`src/rtl/sysa_seq_ctrl.sv`:
```
// sysa_seq_ctrl: command-driven sequencer feeding a 3x3 systolic array and streaming its results
module sysa_seq_ctrl #(
    parameter int DATA_W = 8,
    parameter int ACC_W  = 16
) (
    input  logic                  caravel_wb_clk_i,
    input  logic                  caravel_wb_rst_i,
    input  logic                  cmd_valid,
    output logic                  cmd_ready,
    input  logic [1:0]            cmd_op,
    input  logic [31:0]           cmd_data,
    output logic                  sa_en,
    output logic [9*DATA_W-1:0]   sa_w,
    output logic [3*DATA_W-1:0]   sa_in,
    input  logic [ACC_W-1:0]      sa_out1,
    input  logic [ACC_W-1:0]      sa_out2,
    input  logic [ACC_W-1:0]      sa_out3,
    output logic                  res_valid,
    input  logic                  res_ready,
    output logic [ACC_W-1:0]      res_data,
    output logic [3:0]            res_idx,
    output logic                  busy,
    output logic                  done,
    output logic                  err
);
    typedef enum logic [1:0] {IDLE, RUN, EMIT} state_t;
    state_t                state_q, state_d;
    logic [2:0]            t_q, t_d;
    logic [3:0]            k_q, k_d, wptr_q, wptr_d;
    logic [1:0]            iptr_q, iptr_d;
    logic                  err_q, err_d, done_q, done_d;
    logic [DATA_W-1:0]     w_q [9], w_d [9];
    logic [3*DATA_W-1:0]   irow_q [3], irow_d [3];
    logic [ACC_W-1:0]      res_q [9], res_d [9];
    logic [ACC_W-1:0]      col [3];
    logic                  cmd_fire;
    assign col      = '{sa_out1, sa_out2, sa_out3};
    assign cmd_fire = cmd_valid && state_q == IDLE;
    // next-state: command decode in IDLE, skewed capture in RUN, handshake-driven drain in EMIT
    always_comb begin
        state_d = state_q;
        t_d     = t_q;
        k_d     = k_q;
        wptr_d  = wptr_q;
        iptr_d  = iptr_q;
        err_d   = err_q;
        done_d  = 1'b0;
        w_d     = w_q;
        irow_d  = irow_q;
        res_d   = res_q;
        if (cmd_fire && cmd_op == 2'd0) begin
            for (int i = 0; i < 9; i++) if (wptr_q == 4'(i)) w_d[i] = cmd_data[DATA_W-1:0];
            wptr_d = wptr_q == 4'd8 ? 4'd0 : wptr_q + 4'd1;
        end
        if (cmd_fire && cmd_op == 2'd1) begin
            for (int r = 0; r < 3; r++) if (iptr_q == 2'(r)) irow_d[r] = cmd_data[3*DATA_W-1:0];
            iptr_d = iptr_q == 2'd3 ? iptr_q : iptr_q + 2'd1;
            err_d  = err_q || iptr_q == 2'd3;
        end
        if (cmd_fire && cmd_op == 2'd2) begin
            state_d = iptr_q == 2'd3 ? RUN : IDLE;
            t_d     = 3'd0;
            err_d   = err_q || iptr_q != 2'd3;
        end
        if (cmd_fire && cmd_op == 2'd3) begin
            w_d    = '{default: '0};
            irow_d = '{default: '0};
            wptr_d = 4'd0;
            iptr_d = 2'd0;
            err_d  = 1'b0;
        end
        if (state_q == RUN) begin
            t_d     = t_q == 3'd6 ? 3'd0 : t_q + 3'd1;
            state_d = t_q == 3'd6 ? EMIT : RUN;
            for (int r = 0; r < 3; r++)
                for (int j = 0; j < 3; j++)
                    if (t_q == 3'(r + j + 1)) res_d[r*3+j] = col[j];
        end
        if (state_q == EMIT && res_ready) begin
            done_d  = k_q == 4'd8;
            k_d     = k_q == 4'd8 ? 4'd0 : k_q + 4'd1;
            iptr_d  = k_q == 4'd8 ? 2'd0 : iptr_q;
            state_d = k_q == 4'd8 ? IDLE : EMIT;
        end
    end
    // state and datapath registers, cleared asynchronously
    always_ff @(posedge caravel_wb_clk_i or posedge caravel_wb_rst_i) begin
        if (caravel_wb_rst_i) begin
            state_q <= IDLE;
            t_q     <= '0;
            k_q     <= '0;
            wptr_q  <= '0;
            iptr_q  <= '0;
            err_q   <= 1'b0;
            done_q  <= 1'b0;
            w_q     <= '{default: '0};
            irow_q  <= '{default: '0};
            res_q   <= '{default: '0};
        end else begin
            state_q <= state_d;
            t_q     <= t_d;
            k_q     <= k_d;
            wptr_q  <= wptr_d;
            iptr_q  <= iptr_d;
            err_q   <= err_d;
            done_q  <= done_d;
            w_q     <= w_d;
            irow_q  <= irow_d;
            res_q   <= res_d;
        end
    end
    // outputs decoded from registered state; input rows enter diagonally, lane j lagging by j cycles
    always_comb begin
        cmd_ready = state_q == IDLE;
        sa_en     = state_q == RUN;
        busy      = state_q != IDLE;
        res_valid = state_q == EMIT;
        res_idx   = k_q;
        done      = done_q;
        err       = err_q;
        res_data  = '0;
        sa_w      = '0;
        sa_in     = '0;
        for (int i = 0; i < 9; i++) begin
            sa_w[i*DATA_W+:DATA_W] = w_q[i];
            if (k_q == 4'(i)) res_data = res_q[i];
        end
        for (int j = 0; j < 3; j++)
            for (int r = 0; r < 3; r++)
                if (state_q == RUN && t_q == 3'(r + j)) sa_in[j*DATA_W+:DATA_W] = irow_q[r][j*DATA_W+:DATA_W];
    end
endmodule

```
`config.mk`:
```
export PLATFORM = sky130hd
export DESIGN_NAME = sysa_seq_ctrl
export DESIGN_NICKNAME = d
export VERILOG_FILES = /design/src/rtl/sysa_seq_ctrl.sv
export SDC_FILE = /design/constraint.sdc
export NUM_CORES = 1
export LEC_CHECK = 0
export CORE_UTILIZATION = 55
export DETAILED_ROUTE_END_ITERATION = 16
export GPL_TIMING_DRIVEN = 0
export PLACE_DENSITY = 0.79
export REMOVE_ABC_BUFFERS = 1
export SLEW_MARGIN = 20
export SYNTH_ARGS = -nofsm -noshare
export SYNTH_HDL_FRONTEND = slang
export SYNTH_SLANG_ARGS = --single-unit
```
`constraint.sdc`:
```
create_clock -name caravel_wb_clk_i -period 11.4 [get_ports caravel_wb_clk_i]
set_input_delay 1.71 -clock caravel_wb_clk_i [delete_from_list [all_inputs] [get_ports caravel_wb_clk_i]]
set_output_delay 1.71 -clock caravel_wb_clk_i [all_outputs]
set_load 0.005 [all_outputs]
```
==> results of run 1 <==
[worst reg2reg max path: stages (launching register included)]
cell and delay [ns]:
dfrtp_1 0.51, nor3b_4 0.61, nand2_1 0.36, nor2_4 0.74, mux2_2 0.44
[metal layers]
| metal | GRT usage [%] | share of wire [%] | vias up |
|---|---|---|---|
| met1 | 37.2 | 41 | 5474 |
| met5 | 0 | 0.034 | - |
| met4 | 11.0 | 2.5 | 2 |
| met3 | 6.29 | 7.5 | 78 |
| li1 | - | - | 4877 |
| met2 | 49.8 | 49 | 435 |
[path summary, 6_finish.rpt]
| path | cells after the start | startpoint | slack [ns] | endpoint |
|---|---|---|---|---|
| worst max register to register | 4 | state_q[0] | 8.62 | irow_q[20] |
| min in group asynchronous | 2 | caravel_wb_rst_i | 1.64 | res_q[66] |
| worst max-delay path | 7 | res_idx[1] | 5.54 | res_data[8] |
| worst min register to register | 2 | res_q[95] | 0.48 | res_q[95] |
| max in group asynchronous | 5 | caravel_wb_rst_i | 8.21 | irow_q[13] |
| worst min-delay path | 2 | res_q[95] | 0.48 | res_q[95] |
[sequential cells by signal, summed over array words and instances, names as in the netlist]
register / count
res_q: 144
irow_q: 72
sa_w: 72
res_idx: 4
wptr_q: 4
t_q: 3
iptr_q: 2
state_q: 2
done: 1
err: 1
[stage by stage]
stage / cells / utilization [%]
after floorplan: 1226 / -
after global placement: 1755 / 63.9
after detailed placement: 1765 / 65.1
after CTS: 1823 / 69.5
after global routing: 1824 / 69.5
final: 1824 / 69.5
[cell usage after synthesis, types with 5 or more instances]
cell       instances
and3b_1            6
nor2_1           100
a221o_1           15
a22o_1            11
buf_4             12
buf_2             27
clkbuf_1          52
a221oi_1          24
nand4_2            5
nand3_1           11
nand2b_1          17
a21oi_1           21
a222oi_1           8
o21ai_1           10
o221ai_1          15
nor2b_1           22
o2bb2ai_1         15
ha_1              13
and3_1            18
and2_1            29
mux2_2           134
nand2_1          264
dfrtp_1          305
mux2i_1           65
a31oi_1           25
o21ai_0           30
inv_1             23
[cell families (layout without fill, tap and decap cells)]
kind of cell | Yosys count | in the layout
buffers and inverters | 121 | 292
adders and majority gates | 13 | 13
DFF | 305 | 305
xor gates and xnor gates | 1 | 1
muxes | 203 | 203
and+or+nand+nor | 493 | 493
AOI/OAI and AO/OA | 187 | 187
[area by class of cell]
type | count | share of cell area, %
tap | 330 | 2.35
multi-input combinational | 897 | 34.7
clock inverter | 10 | 0.648
clock buffer | 48 | 5.66
timing repair buffer | 210 | 12.6
sequential | 305 | 43.5
inverter | 24 | 0.556
[power groups by stage]
stage          Sequential (µW)  Combinational (µW)  Clock [µW]
3_3_place_gp              1840                1350           0
2_1_floorplan             1790                 826           0
5_1_grt                   1920                1570        1150
4_1_cts                   1860                1440        1110
3_5_place_dp              1860                1420           0
6_report                  1860                1440        1090
==> run_results.csv, run 1 <==
group,metric,value,unit
global_routing,grt_overflow,0,
sta,rsz0062_at_grt,"false",
worst_setup_path,criticalPathCategory,"reg -> out",
cells_and_area,drive_gt1_share,15.7,%
power_and_ir_drop,power.switching,1430,µW
worst_setup_path,crit_chain,"inv_1, ha_1, and3b_1, a221o_1, a31oi_1, o21ai_0, clkdlybuf4s50_1",
sta,setup_ws,5.54,ns
worst_setup_path,worst_setup_path_start_kind,"flop",
synth,ys_warn_count,0,
sta,hold_viol,0,
clocking,cts_root_buf,"clkbuf_16",
clocking,clk_path_buf_depth,3,
synth,yosys.area_share.simple,15.9,%
power_and_ir_drop,swShare,32.5,%
place,finalWeightedCongestion,0.770,
die,core-area,25300,µm²
route,vias_per_cell,5.96,
sta,setup_violations,0,
power_and_ir_drop,ir_drop,0.000173,V
global_routing,grt_pass1_wl,60.8,mm
clocking,cts_resized,0,
clocking,cts_tree,"built",
cells_and_area,syn_to_final_growth,23.7,%
clocking,hold_buffers,0,
synth,synth_fa_ha_area_share,1.15,%
synth,netlist_area,14200,µm²
worst_setup_path,worst_path_largest_cell_delay,0.92,ns
power_and_ir_drop,p_int,2970,µW
cells_and_area,antenna_cells,0,
status,status,"finished clean",
clocking,htree_levels,2,
cells_and_area,final_common_cell,"dfrtp_1",
synth,synth-seq-cells,305,
worst_setup_path,cp_slowest_cell,"and3b_1",
clocking,cts_setup_buffers,0,
sta,min_period,5.86,ns
place,place_ws,6.16,ns
route,drt-total-wl,38.4,mm
worst_setup_path,timing.critical_path.buf_inv,2,
sta,fin_crit_sh,51.4,%
place,place_hpwl,23.3,mm
synth,yosysTopAreaCell,"dfrtp_1",
die,rows,58,
power_and_ir_drop,p_total,4400,µW
die,start_util,56.2,%
route,ant_nets,0,
global_routing,grt_pass1_vias,11284,
power_and_ir_drop,pwr-share-seq,42.4,%
synth,synth_top_cell_area_share,53.8,%
route,drc,0,
synth,yosys.area_share.xor_xnor,0.115,%
route,via_count,10866,
clocking,numCtsBuffers,34,
worst_setup_path,critPathTopFamily,"simple AND/OR/NAND/NOR gates",
worst_setup_path,required,9.69,ns
hold_path,hold_class,"reg -> reg",
synth,synth_top_family_by_area,"simple AND/OR/NAND/NOR gates",
synth,ys_types,54,
route,first_pass_iters,5,
synth,syn_area_per_cell,10.7,µm²
sta,fin_skew,0.00811,ns
clocking,clock_latency,0.51,ns
worst_setup_path,crit_fanout,22,
cells_and_area,nets,1571,
sta,drv_slew,0,
global_routing,track_usage,29.5,%
flow_run,maxCapViolCount,0,
synth,synthMuxAreaShare,15.6,%
power_and_ir_drop,pwr-share-clk,24.9,%
synth,synth_flop_cell,"dfrtp_1",
cells_and_area,register_area,7630,µm²
global_routing,antenna_found_initial,1,
global_routing,grt_start_max_net_pins,96,
worst_setup_path,end_kind,"output port",
sta,worstMarginPinSlew,1.13,ns
clocking,path_clk_slew,0.06,ns
synth,ys_seq_area_share,53.8,%
die,die_h,163,µm
route,wl_per_cell,21.0,µm
synth,synth_compound_area_share,9.57,%
synth,netlist_instances,1323,
worst_setup_path,arrival,4.15,ns
die,ioPinCount,208,
cells_and_area,layout_common_cells,"dfrtp_1, nand2_1, clkdlybuf4s50_1, mux2_2, nor2_1",
route,drtIter0Drc,993,
sta,fin_setup_tns,0,ns
place,io_buffer_count,199,
synth,synth_area_leaders,"dfrtp_1, mux2_2, nand2_1",
clocking,clkSinkCount,305,
cells_and_area,post-route-cell-area,17600,µm²
synth,synthArstFlopShare,100,%
die,die_w,163,µm
sta,max_freq,0.171,GHz
synth,synth-edff-count,0,
power_and_ir_drop,pwr_density_cell,250,nW/µm²
die,die-area,26500,µm²
sta,relSlewSlack,24.6,%
sta,hold_ws,0.477,ns
cells_and_area,multi_input_area,6090,µm²
power_and_ir_drop,p_leak,0.00807,µW
place,place_area,16400,µm²
cells_and_area,num-fill-cells,1873,
power_and_ir_drop,combPwrFrac,32.7,%
Power figures use the tool's default switching activity.
==> run 2, diff against run 1 <==
CORE_UTILIZATION = 49   (was 55)
PLACE_DENSITY = 0.74   (was 0.79)
clock period = 5 ns   (was 11.4 ns; I/O delays follow)
==> run 2 against run 1 <==
Effect of this change:
- cell area is 0.36% higher
- die area is 12% higher
- total power is 130% higher
- highest routed layer is now met4
==> run_results.csv, run 2 (synthesized netlist as in run 1, its figures left out) <==
group,metric,value,unit
power_and_ir_drop,ir_drop,0.000356,V
route,wl_per_cell,20.4,µm
cells_and_area,largest_reg_flops,144,
sta,fin_skew,0.0170,ns
worst_setup_path,reg2reg_to,"irow_q[9]",
die,ioPinCount,208,
clocking,numCtsBuffers,34,
sta,setup_ws,0.231,ns
worst_setup_path,end_kind,"output port",
route,wl_met3,3.19,mm
die,die_w,172,µm
sta,rsz0062_at_grt,"false",
cells_and_area,final_common_cell,"dfrtp_1",
worst_setup_path,worst_setup_path_start_kind,"flop",
clocking,cts_resized,0,
die,die_h,172,µm
place,io_buffer_count,199,
sta,hold_viol,0,
worst_setup_path,reg2reg_slack,2.21,ns
route,drc,0,
worst_setup_path,criticalPathCategory,"reg -> out",
status,status,"finished clean",
hold_path,hold_end,"res_q[107]",
route,met2_length,18.1,mm
cells_and_area,num-fill-cells,2207,
cells_and_area,drive_gt1_share,15.6,%
route,first_pass_iters,6,
place,place_hpwl,23.5,mm
worst_setup_path,crit_fanout,22,
clocking,hold_buffers,0,
clocking,clk_path_buf_depth,3,
clocking,cts_tree,"built",
global_routing,grt_pass1_vias,11005,
route,drt-total-wl,38.3,mm
route,routed.top_layer,"met4",
die,start_util,50.4,%
die,core-area,28200,µm²
cells_and_area,post-route-cell-area,17600,µm²
sta,relSlewSlack,22.1,%
sta,setup_violations,0,
place,place_ws,0.786,ns
clocking,cts_setup_buffers,0,
hold_path,hold_class,"reg -> reg",
clocking,cts_root_buf,"clkbuf_16",
hold_path,min-delay-start,"res_q[107]",
global_routing,antenna_found_initial,2,
sta,max_freq,0.210,GHz
place,place_area,16500,µm²
sta,drv_slew,0,
die,rows,61,
place,finalWeightedCongestion,0.796,
route,vias_per_cell,5.73,
clocking,htree_levels,2,
route,ant_nets,0,
global_routing,grt_start_max_net_pins,107,
sta,fin_crit_sh,95.4,%
worst_setup_path,required,4.25,ns
worst_setup_path,reg2reg_depth,4,
cells_and_area,top_register,"res_q",
route,wl_met1,16.2,mm
sta,min_period,4.77,ns
route,via_count,10745,
cells_and_area,layout_common_cells,"dfrtp_1, nand2_1, clkdlybuf4s50_1, mux2_2, nor2_1",
clocking,clock_latency,0.52,ns
sta,fin_setup_tns,0,ns
power_and_ir_drop,p_leak,0.00807,µW
global_routing,grt_overflow,0,
cells_and_area,syn_to_final_growth,24.1,%
global_routing,track_usage,26.5,%
worst_setup_path,arrival,4.02,ns
clocking,clkSinkCount,305,
sta,worstMarginPinSlew,1.17,ns
global_routing,grt_pass1_wl,60.6,mm
hold_path,hold_path_depth,2,
die,die-area,29700,µm²
power_and_ir_drop,pwr_density_cell,565,nW/µm²
route,drtIter0Drc,824,
worst_setup_path,r2r_start,"state_q[0]",
flow_run,maxCapViolCount,0,
cells_and_area,nets,1571,
clocking,path_clk_slew,0.06,ns
[run 2: changes by cell type in the layout (fill, tap and decap cells not counted), sizes merged]
cell	previous run	this run
bufinv	2	1
diode	0	2
clkbuf	48	53
inv	26	24
[run 2: worst max-delay path by stage]
stage / start / endpoint / slack [ns]
after floorplan: caravel_wb_rst_i / done / -4.18
after global placement: caravel_wb_rst_i / irow_q[10] / -8.03
after detailed placement: res_idx[1] / res_data[11] / 0.79
after CTS: res_idx[1] / res_data[11] / 0.22
after global routing: res_idx[1] / res_data[11] / 0.15
final: res_idx[1] / res_data[11] / 0.23
[run 2: metrics by stage]
| step | hold slack (ns) | instances | util (%) | total power, µW |
|---|---|---|---|---|
| after floorplan | 0.437 | 1226 | - | 5960 |
| after global placement | 0.459 | 1803 | 57.5 | 7280 |
| after detailed placement | 0.457 | 1814 | 58.6 | 7490 |
| after CTS | 0.476 | 1874 | 62.5 | 10000 |
| after global routing | 0.502 | 1874 | 62.6 | 10600 |
| final | 0.472 | 1876 | 62.6 | 9960 |
[run 2: power by group]
part	internal [µW]	total, µW	switching [µW]
combinational	1730	3250	1520
sequential	3540	4230	688
clock	1480	2480	998
total	6750	9960	3210
[run 2: area by class of cell]
| cell class | instances | area [µm²] | share of cell area, % |
|---|---|---|---|
| flip-flops and latches | 305 | 7630 | 43.3 |
| multi-input cells | 897 | 6090 | 34.6 |
| repair buffers | 210 | 2200 | 12.5 |
| clock buffers | 53 | 1030 | 5.86 |
| well taps | 378 | 473 | 2.68 |
| inverters | 24 | 97.6 | 0.554 |
| clock inverters | 7 | 82.6 | 0.469 |
| diodes | 2 | 5.00 | 0.0284 |
[run 2: routing by layer]
layer  vias to the layer above  track usage (%)
met5                         -                0
met4                         0             8.31
met3                        58             7.53
met1                      5391             34.0
li1                       4888                -
met2                       408             43.3
[run 2: worst max-delay path, cell delays in order (launching register included)]
cell and delay [ns]:
dfrtp_1 0.44, inv_1 0.12, ha_1 0.89, and3b_1 0.91
o21ai_0 0.23, o31ai_1 0.34, clkdlybuf4s50_1 0.57
